===== config.mk =====
export PLATFORM = sky130hd
export DESIGN_NAME = syn_update_scheduler
export DESIGN_NICKNAME = d
export VERILOG_FILES = /design/src/rtl/syn_ctrl_pkg.sv /design/src/rtl/syn_addr_gen.sv /design/src/rtl/syn_update_scheduler.sv
export SDC_FILE = /design/constraint.sdc
export NUM_CORES = 1
export LEC_CHECK = 0
export CAP_MARGIN = 15
export CORE_MARGIN = 3
export CORE_UTILIZATION = 47
export DETAILED_ROUTE_END_ITERATION = 10
export GPL_TIMING_DRIVEN = 0
export PLACE_DENSITY = 0.8
export SLEW_MARGIN = 20
export SYNTH_ARGS = -nofsm -noshare
export SYNTH_HDL_FRONTEND = slang
export SYNTH_SLANG_ARGS = --single-unit

===== constraint.sdc =====
create_clock -name CLK -period 3.87 [get_ports CLK]
set_input_delay 0.774 -clock CLK [delete_from_list [all_inputs] [get_ports CLK]]
set_output_delay 0.774 -clock CLK [all_outputs]
set_load 0.01 [all_outputs]

===== src/rtl/syn_ctrl_pkg.sv =====
// syn_ctrl_pkg: sweep FSM states, default geometry and SRAM address composition
package syn_ctrl_pkg;
    localparam int DEF_INPUT_NEURON = 784;
    localparam int DEF_OUTPUT_NEURON = 256;
    localparam int DEF_POST_NEUR_PARALLEL = 4;
    localparam int WORDS = DEF_OUTPUT_NEURON / DEF_POST_NEUR_PARALLEL;
    typedef enum logic [3:0] {
        IDLE, HOST_RD, PRE_FETCH, PRE_CHECK, READ, WAIT, WRITE, NEXT_ROW, DONE_S
    } state_t;
    function automatic logic [31:0] compose_addr(input logic [31:0] row, input logic [31:0] word, input logic [31:0] words = WORDS);
        return row * words + word;
    endfunction
endpackage


===== src/rtl/syn_addr_gen.sv =====
// syn_addr_gen: row/word counters with look-ahead SRAM, pre-row and post-neuron addresses
module syn_addr_gen
    import syn_ctrl_pkg::*;
#(
    parameter int INPUT_NEURON = DEF_INPUT_NEURON,
    parameter int OUTPUT_NEURON = DEF_OUTPUT_NEURON,
    parameter int POST_NEUR_PARALLEL = DEF_POST_NEUR_PARALLEL,
    parameter int PRE_NEUR_ADDR_WIDTH = 10,
    parameter int POST_NEUR_ADDR_WIDTH = 10,
    parameter int SYN_ARRAY_ADDR_WIDTH = 16
) (
    input  logic                            CLK,
    input  logic                            RST_N,
    input  logic                            clr,
    input  logic                            inc_word,
    input  logic                            inc_row,
    output logic [PRE_NEUR_ADDR_WIDTH-1:0]  row_n,
    output logic [SYN_ARRAY_ADDR_WIDTH-1:0] addr_n,
    output logic [POST_NEUR_ADDR_WIDTH-1:0] post_n,
    output logic                            last_word,
    output logic                            last_row
);
    localparam int NWORDS = OUTPUT_NEURON / POST_NEUR_PARALLEL;
    logic [PRE_NEUR_ADDR_WIDTH-1:0] row;
    logic [POST_NEUR_ADDR_WIDTH-1:0] word, word_n;
    // next counter values, so the top registers addresses in step with its next state
    always_comb begin
        row_n = clr ? '0 : inc_row ? row + 1'b1 : row;
        word_n = (clr || inc_row) ? '0 : inc_word ? word + 1'b1 : word;
    end
    // counters restart at row 0, word 0 on reset
    always_ff @(posedge CLK) begin
        if (!RST_N) begin
            row <= '0;
            word <= '0;
        end else begin
            row <= row_n;
            word <= word_n;
        end
    end
    assign addr_n = SYN_ARRAY_ADDR_WIDTH'(compose_addr(32'(row_n), 32'(word_n), NWORDS));
    assign post_n = POST_NEUR_ADDR_WIDTH'(32'(word_n) * POST_NEUR_PARALLEL);
    assign last_word = word == POST_NEUR_ADDR_WIDTH'(NWORDS - 1);
    assign last_row = row == PRE_NEUR_ADDR_WIDTH'(INPUT_NEURON - 1);
endmodule


===== src/rtl/syn_update_scheduler.sv =====
// syn_update_scheduler: FF-STDP weight-update sweep sequencer with idle-time host SRAM reads
module syn_update_scheduler
    import syn_ctrl_pkg::*;
#(
    parameter int INPUT_NEURON = DEF_INPUT_NEURON,
    parameter int OUTPUT_NEURON = DEF_OUTPUT_NEURON,
    parameter int POST_NEUR_PARALLEL = DEF_POST_NEUR_PARALLEL,
    parameter int PRE_NEUR_ADDR_WIDTH = 10,
    parameter int POST_NEUR_ADDR_WIDTH = 10,
    parameter int SYN_ARRAY_ADDR_WIDTH = 16,
    parameter int PRE_NEUR_DATA_WIDTH = 8,
    parameter int UPD_LAT = 1,
    parameter int SKIP_ZERO_PRE = 1
) (
    input  logic                            CLK,
    input  logic                            RST_N,
    input  logic                            START,
    input  logic                            IS_TRAIN,
    input  logic [PRE_NEUR_DATA_WIDTH-1:0]  PRE_NEUR_S_CNT,
    input  logic                            HOST_REQ,
    input  logic [SYN_ARRAY_ADDR_WIDTH-1:0] HOST_ADDR,
    output logic                            HOST_ACK,
    output logic                            HOST_RVALID,
    output logic                            CTRL_SYNARRAY_CS,
    output logic                            CTRL_SYNARRAY_WE,
    output logic [SYN_ARRAY_ADDR_WIDTH-1:0] CTRL_SYNARRAY_ADDR,
    output logic                            CTRL_PRE_NEUR_RD,
    output logic [PRE_NEUR_ADDR_WIDTH-1:0]  CTRL_PRE_NEUR_ADDR,
    output logic                            CTRL_POST_NEUR_RD,
    output logic [POST_NEUR_ADDR_WIDTH-1:0] CTRL_POST_NEURON_ADDRESS,
    output logic                            BUSY,
    output logic                            DONE
);
    state_t state, state_n;
    logic [1:0] wait_cnt;
    logic clr, inc_word, inc_row, last_word, last_row;
    logic [PRE_NEUR_ADDR_WIDTH-1:0] row_n;
    logic [SYN_ARRAY_ADDR_WIDTH-1:0] addr_n;
    logic [POST_NEUR_ADDR_WIDTH-1:0] post_n;

    syn_addr_gen #(
        .INPUT_NEURON(INPUT_NEURON),
        .OUTPUT_NEURON(OUTPUT_NEURON),
        .POST_NEUR_PARALLEL(POST_NEUR_PARALLEL),
        .PRE_NEUR_ADDR_WIDTH(PRE_NEUR_ADDR_WIDTH),
        .POST_NEUR_ADDR_WIDTH(POST_NEUR_ADDR_WIDTH),
        .SYN_ARRAY_ADDR_WIDTH(SYN_ARRAY_ADDR_WIDTH)
    ) u_addr (
        .CLK(CLK),
        .RST_N(RST_N),
        .clr(clr),
        .inc_word(inc_word),
        .inc_row(inc_row),
        .row_n(row_n),
        .addr_n(addr_n),
        .post_n(post_n),
        .last_word(last_word),
        .last_row(last_row)
    );

    // next-state and counter steering; a start request takes priority over a pending host read
    always_comb begin
        state_n = state;
        clr = 1'b0;
        inc_word = 1'b0;
        inc_row = 1'b0;
        case (state)
            IDLE: begin
                clr = START && IS_TRAIN;
                state_n = (START && IS_TRAIN) ? PRE_FETCH : HOST_REQ ? HOST_RD : IDLE;
            end
            HOST_RD:   state_n = IDLE;
            PRE_FETCH: state_n = PRE_CHECK;
            PRE_CHECK: state_n = (SKIP_ZERO_PRE != 0 && PRE_NEUR_S_CNT == '0) ? NEXT_ROW : READ;
            READ:      state_n = WAIT;
            WAIT:      state_n = (wait_cnt == 2'(UPD_LAT)) ? WRITE : WAIT;
            WRITE: begin
                inc_word = !last_word;
                state_n = last_word ? NEXT_ROW : READ;
            end
            NEXT_ROW: begin
                inc_row = !last_row;
                state_n = last_row ? DONE_S : PRE_FETCH;
            end
            DONE_S:    state_n = IDLE;
            default:   state_n = IDLE;
        endcase
    end

    // state, wait counter and outputs registered from the next state so they line up with it
    always_ff @(posedge CLK) begin
        if (!RST_N) begin
            state <= IDLE;
            wait_cnt <= '0;
            HOST_ACK <= 1'b0;
            HOST_RVALID <= 1'b0;
            CTRL_SYNARRAY_CS <= 1'b0;
            CTRL_SYNARRAY_WE <= 1'b0;
            CTRL_SYNARRAY_ADDR <= '0;
            CTRL_PRE_NEUR_RD <= 1'b0;
            CTRL_PRE_NEUR_ADDR <= '0;
            CTRL_POST_NEUR_RD <= 1'b0;
            CTRL_POST_NEURON_ADDRESS <= '0;
            BUSY <= 1'b0;
            DONE <= 1'b0;
        end else begin
            state <= state_n;
            wait_cnt <= (state == WAIT) ? wait_cnt + 1'b1 : '0;
            HOST_ACK <= state_n == HOST_RD;
            HOST_RVALID <= state == HOST_RD;
            CTRL_SYNARRAY_CS <= state_n inside {HOST_RD, READ, WRITE};
            CTRL_SYNARRAY_WE <= state_n == WRITE;
            CTRL_SYNARRAY_ADDR <= (state_n == HOST_RD) ? HOST_ADDR : addr_n;
            CTRL_PRE_NEUR_RD <= state_n == PRE_FETCH;
            CTRL_PRE_NEUR_ADDR <= row_n;
            CTRL_POST_NEUR_RD <= state_n == READ;
            CTRL_POST_NEURON_ADDRESS <= post_n;
            BUSY <= !(state_n inside {IDLE, HOST_RD});
            DONE <= state_n == DONE_S;
        end
    end
endmodule


Word-level counts from Yosys, hierarchy flattened
Cells that the tools add are included.
{ "word_totals": {"reg_bits": 60, "in_bits": 29, "word_cells": 60} }
{ "classes": {"addsub": 4, "n_eq_ne": 15, "n_mux": 15, "reduce_logical": 11} }
{ "op_table": {"columns": ["cell", "n"], "rows": [
  ["10-bit 2-to-1 mux", 4],
  ["4-bit case mux with 7 select lines", 1],
  ["4-bit by 3-bit equality test with 1-bit output, second input constant", 6],
  ["10-bit by 1-bit adder with 10-bit output, second input constant", 2],
  ["16-bit by 10-bit adder with 16-bit output", 1],
  ["16-bit 2-to-1 mux", 1],
  ["4-bit by 2-bit equality test with 1-bit output, second input constant", 3],
  ["10-bit equality test, second input constant", 1],
  ["10-bit by 6-bit equality test with 1-bit output, second input constant", 1],
  ["4-bit by 1-bit equality test with 1-bit output, second input constant", 2],
  ["4-bit logical NOT", 2],
  ["8-bit logical NOT", 1],
  ["2-bit 2-to-1 mux", 4],
  ["4-bit equality test, second input constant", 1],
  ["1-bit 2-to-1 mux", 4],
  ["4-bit 2-to-1 mux", 1],
  ["1-bit logical NOT", 3],
  ["3-bit nonzero test", 1],
  ["2-bit by 1-bit adder with 2-bit output, second input constant", 1],
  ["2-bit by 1-bit equality test with 1-bit output, second input constant", 1],
  ["2-bit AND reduction", 1],
  ["2-bit nonzero test", 1],
  ["1-bit logical AND", 1],
  ["1-bit logical OR", 1]
]} }

Depth between registers and ports, before layout
{ "depth": {"word_depth": 7, "depth_mapped": 14, "ltp_nobuf": 14} }

Modules after synthesis
From an unflattened synthesis, not the netlist that was laid out.
{ "hier_totals": {"cells_unflattened": 331, "area_unflattened_um2": 3230.6} }
{ "modules_own_cells": {"columns": ["module", "n_inst", "cells_each", "area_each_um2", "seq_area_each_um2"], "rows": [
  ["syn_update_scheduler", 1, 161, 1789.2, 1001.0],
  ["syn_addr_gen", 1, 170, 1441.4, 400.4]
]} }

Worst setup path before layout
No wires, ideal clock.
{ "synth_timing": {"kind": "register to register", "start": "register u_addr.word[0]", "end": "register CTRL_SYNARRAY_ADDR[13]", "arrival_time_ps": 3153, "required_ps": 3791, "setup_slack_ps": 638, "path_stages_with_launch": 15, "n_path_buf": 0, "period_less_slack_ps": 3232, "cell_sequence": "dfxtp_1 > ha_1 > and2_1 > a31oi_1 > and4_1 > nand3_1 > xor2_1 > nor2_1 > ha_1 > a21o_1 > a21o_1 > a21oi_1 > nor4b_4 > xnor2_1 > a211oi_2"} }
{ "synth_via": {"elab_chain_cells": 7, "elab_cells_between_ends": 11} }
{ "synth_rtl": {"columns": ["item", "line", "source"], "rows": [
  ["start: declaration", "syn_addr_gen.sv:25", "logic [POST_NEUR_ADDR_WIDTH-1:0] word, word_n;"],
  ["start signal: assignment", "syn_addr_gen.sv:38", "word <= word_n;"],
  ["branches (longest 3 deep; another with 10-bit by 1-bit adder with 10-bit output)", null, null],
  ["10-bit 2-to-1 mux (*) (2 in series)", "syn_addr_gen.sv:29", "word_n = (clr || inc_row) ? '0 : inc_word ? word + 1'b1 : word;"],
  ["named net post_n[9]", "syn_update_scheduler.sv:39", "logic [POST_NEUR_ADDR_WIDTH-1:0] post_n;"],
  ["16-bit by 10-bit adder with 16-bit output (*)", "syn_ctrl_pkg.sv:11", "return row * words + word;"],
  ["16-bit 2-to-1 mux (*)", "syn_update_scheduler.sv:113", "CTRL_SYNARRAY_ADDR <= (state_n == HOST_RD) ? HOST_ADDR : addr_n;"],
  ["end signal: assignment", "syn_update_scheduler.sv:113", null],
  ["end: declaration", "syn_update_scheduler.sv:26", "output logic [SYN_ARRAY_ADDR_WIDTH-1:0] CTRL_SYNARRAY_ADDR,"]
]} }
Mark *: on every way through the listed nets, which the timed path passes.
A chain may end at the register's enable or synchronous reset.

Final worst setup path
{ "layout_timing": {"start": "register state[1]", "end": "register CTRL_SYNARRAY_ADDR[14]"} }
{ "layout_via": {"elab_chain_cells": 6, "elab_cells_between_ends": 19} }
{ "layout_rtl": {"columns": ["item", "line", "source"], "rows": [
  ["start: declaration", "syn_update_scheduler.sv:34", "state_t state, state_n;"],
  ["start signal: assignment", "syn_update_scheduler.sv:107", "state <= state_n;"],
  ["4-bit by 3-bit equality test with 1-bit output or 4-bit logical NOT (tied branches)", "syn_update_scheduler.sv:67", "case (state)"],
  ["1-bit 2-to-1 mux", "syn_update_scheduler.sv:67", null],
  ["10-bit 2-to-1 mux or 1-bit logical OR (tied branches)", "syn_addr_gen.sv:29", null],
  ["10-bit 2-to-1 mux (*)", "syn_addr_gen.sv:29", null],
  ["named net post_n[8]", "syn_update_scheduler.sv:39", null],
  ["16-bit by 10-bit adder with 16-bit output (*)", "syn_ctrl_pkg.sv:11", null],
  ["16-bit 2-to-1 mux (*)", "syn_update_scheduler.sv:113", null]
]} }
The timed path passes the listed nets; every way through them passes the cells marked *.

==> results.json <==
{
  "p_per_area_nw_per_um2": 304,
  "post-dp-hpwl_mm": 4.38,
  "rrSetupSlack_ps": 320,
  "min_delay_worst_endpoint": "wait_cnt[0]$_SDFF_PN0_",
  "final.min_clock_period_ps": 3550,
  "tightestPinTransition_ps": 765,
  "slew_violations": 0,
  "drt_iter0_markers": 137,
  "place_ws_ps": 212,
  "status": "finished, final reports clean",
  "synth_warnings": 0,
  "period_share_pct": 91.7,
  "path_max_fanout": 10,
  "initial_utilization_pct": 49.5,
  "nets": 386,
  "n_antenna_cell": 0,
  "reg2regPathDepth": 13,
  "crit_required_ps": 4090,
  "cts_inserted_buffers": 5,
  "fin_skew_ps": 8.79,
  "n_fill_cell": 413,
  "clkSinkCount": 50,
  "core_um2": 4820,
  "synth_top_area_share_pct": 42.0,
  "endpoint_kind": "flip-flop",
  "viasPerCell": 5.21,
  "grt_pass1_vias": 2149,
  "stdcell_area_um2": 3280,
  "synth_seq_cells": 50,
  "drive_gt1_share_pct": 8.29,
  "worst_slack_ps": 323,
  "hold_start": "wait_cnt[0]$_SDFF_PN0_",
  "placed_cell_area_um2": 3170,
  "antenna_found_initial": 0,
  "criticalPathCategory": "reg2reg",
  "regArea_um2": 1000,
  "die_area_um2": 5970,
  "synthTopCellsByArea": "dfxtp_1, nor2_1, xnor2_1, ha_1, xor2_1",
  "cts_tree": "done",
  "worst_r2r_endpoint": "CTRL_SYNARRAY_ADDR[14]$_SDFF_PN0_",
  "syn2layout_area_growth_pct": 37.3,
  "layout_commonest_cell": "clkdlybuf4s50_1",
  "htree_levels": 2,
  "fp-row-count": 25,
  "io-pin-count": 73,
  "rsz0062_at_grt": "false",
  "gr-usage-all-layers_pct": 20.5,
  "fmax_mhz": 282,
  "yosysTopAreaCell": "dfxtp_1",
  "layout_common_cells": "clkdlybuf4s50_1, dfxtp_1, nor2_1",
  "gp_congestion": 0.872,
  "dr.pass1.iters": 4,
  "cap_violations": 0,
  "p_leak_nw": 1.27,
  "cts_hold_buf": 0,
  "cp-start-kind": "flip-flop",
  "fin_setup_tns_ps": 0,
  "ant_nets": 0,
  "gr-total-overflow": 0,
  "avgSynthCellArea_um2": 8.80,
  "multi_input_comb_area_um2": 1260,
  "peakVddDrop_mv": 0.142,
  "setup_viol_count_final": 0,
  "drc": 0,
  "syn-cell-area_um2": 2390,
  "clockBufferDepth": 2,
  "hold_viol": 0,
  "routed-via-count": 2172,
  "r2r-start": "state[1]$_SDFF_PN0_",
  "routed_wl_mm": 5.82,
  "hold_path.class": "reg2reg",
  "p_total_w": 0.000997,
  "clk_pin_slew_worst_paths_ps": 90,
  "slew_headroom_pct": 48.7,
  "synth_seq_area_share_pct": 42.0,
  "grt_pass1_wl_mm": 10.0,
  "cts-root-buf": "clkbuf_8",
  "ys_types": 46,
  "port_buffers": 70,
  "die_h_um": 77.3,
  "holdPathStages": 1,
  "cp_data_arrival_time_ps": 3770,
  "die_w_um": 77.3,
  "avgRoutedWirePerCell_um": 13.9,
  "grt_max_degree": 16,
  "synthCells": 271,
  "clk_latency_ps": 310
}
[area by class of cell]
| cell class | count | share of cell area, % |
|---|---|---|
| Timing Repair Buffer | 70 | 21.4 |
| Tap cell | 67 | 2.56 |
| Clock buffer | 6 | 2.52 |
| Multi-Input combinational cell | 198 | 38.6 |
| Inverter | 6 | 0.688 |
| Clock inverter | 2 | 0.382 |
| Sequential cell | 50 | 30.6 |
| Buffer | 18 | 3.28 |
[worst max path at each step]
stage,from,endpoint,slack [ps],cells after the start
global route,state[1]$_SDFF_PN0_,CTRL_SYNARRAY_ADDR[14]$_SDFF_PN0_,20,13
finish,state[1]$_SDFF_PN0_,CTRL_SYNARRAY_ADDR[14]$_SDFF_PN0_,320,13
CTS,u_addr.word[0]$_SDFF_PN0_,CTRL_SYNARRAY_ADDR[13]$_SDFF_PN0_,220,14
global placement,START,CTRL_SYNARRAY_ADDR[14]$_SDFF_PN0_,200,13
detailed placement,IS_TRAIN,CTRL_SYNARRAY_ADDR[14]$_SDFF_PN0_,210,13
floorplan,u_addr.word[0]$_SDFF_PN0_,CTRL_SYNARRAY_ADDR[13]$_SDFF_PN0_,640,14
[flip-flops by register name, indices dropped and copies added, names as in the netlist, 2 cells and up]
name / flops
CTRL_SYNARRAY_ADDR: 16
u_addr.word: 10
CTRL_PRE_NEUR_ADDR: 10
state: 4
wait_cnt: 2
[cell families (layout without fill, tap and decap cells)]
logic type	after synthesis	in the layout	synth area share, %
simple gates	118	118	25.6
flops	50	50	42.0
compound gates	45	45	13.0
buf+inv	24	102	5.45
xor+xnor	22	22	8.08
fa+ha+maj	8	8	4.51
mux	3	3	1.26
other cells	1	2	0.157
[synthesized netlist by cell type (all sizes together)]
| library cell | instances |
|---|---|
| a21boi | 2 |
| o21a | 1 |
| mux2i | 3 |
| a21oi | 16 |
| buf | 12 |
| o22ai | 2 |
| inv | 6 |
| dfxtp | 50 |
| o21ai | 3 |
| nand4b | 1 |
| nand4 | 3 |
| a31oi | 4 |
| and2 | 4 |
| nor3 | 6 |
| a211o | 1 |
| nand3 | 14 |
| nand4bb | 1 |
| fa | 1 |
| and4bb | 1 |
| a2111oi | 1 |
| a211oi | 5 |
| and3 | 10 |
| or4 | 2 |
| a21o | 2 |
| clkbuf | 6 |
| xnor2 | 13 |
| nor2b | 2 |
| nand2 | 18 |
| o31ai | 2 |
| xor2 | 9 |
| o22a | 5 |
| nor4b | 2 |
| nor4 | 5 |
| nor2 | 43 |
| nand2b | 3 |
| ha | 7 |
| and4 | 1 |
| conb | 1 |
| a22oi | 1 |
| or3 | 2 |
[where the power goes]
group	internal (W)	leakage, nW	switching, W	total [W]
combinational	0.0000726	0.818	0.0000655	0.000138
sequential	0.000532	0.406	0.00000806	0.000540
clock	0.000144	0.0472	0.000174	0.000318
[through the flow]
stage	utilization, %	hold WS [ps]	std cells
after floorplan	-	399	272
after global placement	65.9	409	409
after detailed placement	65.9	416	409
after CTS	67.9	451	417
after global routing	68.0	472	417
final	68.0	441	417
[worst max-delay path, cell delays in order (launching register included)]
cell	delay, ps
dfxtp_1	460
nand4b_1	180
buf_2	220
a31oi_1	590
nand2b_1	330
nor2_1	110
ha_1	220
fa_1	410
nand3_1	150
a21boi_0	110
mux2i_1	230
nor4b_2	90
xnor2_1	140
a211oi_1	220
[metal layers]
layer  wire [um]  share of wire [%]  global-route usage (%)  vias to the layer above
li1            -                  -                       -                     1090
met1        2560                 44                    26.0                      998
met2        2800                 48                    35.0                       77
met3         387                6.7                    3.40                        7
met4          68                1.2                    7.12                        0
met5           0                  0                       0                        -
[timing repair]
action,in CTS,in global routing
setup endpoints to repair,0,5
gates resized for setup,0,1
endpoints found under the hold margin,0,0
setup buffers,0,0
(Power assumes the default switching activity.)
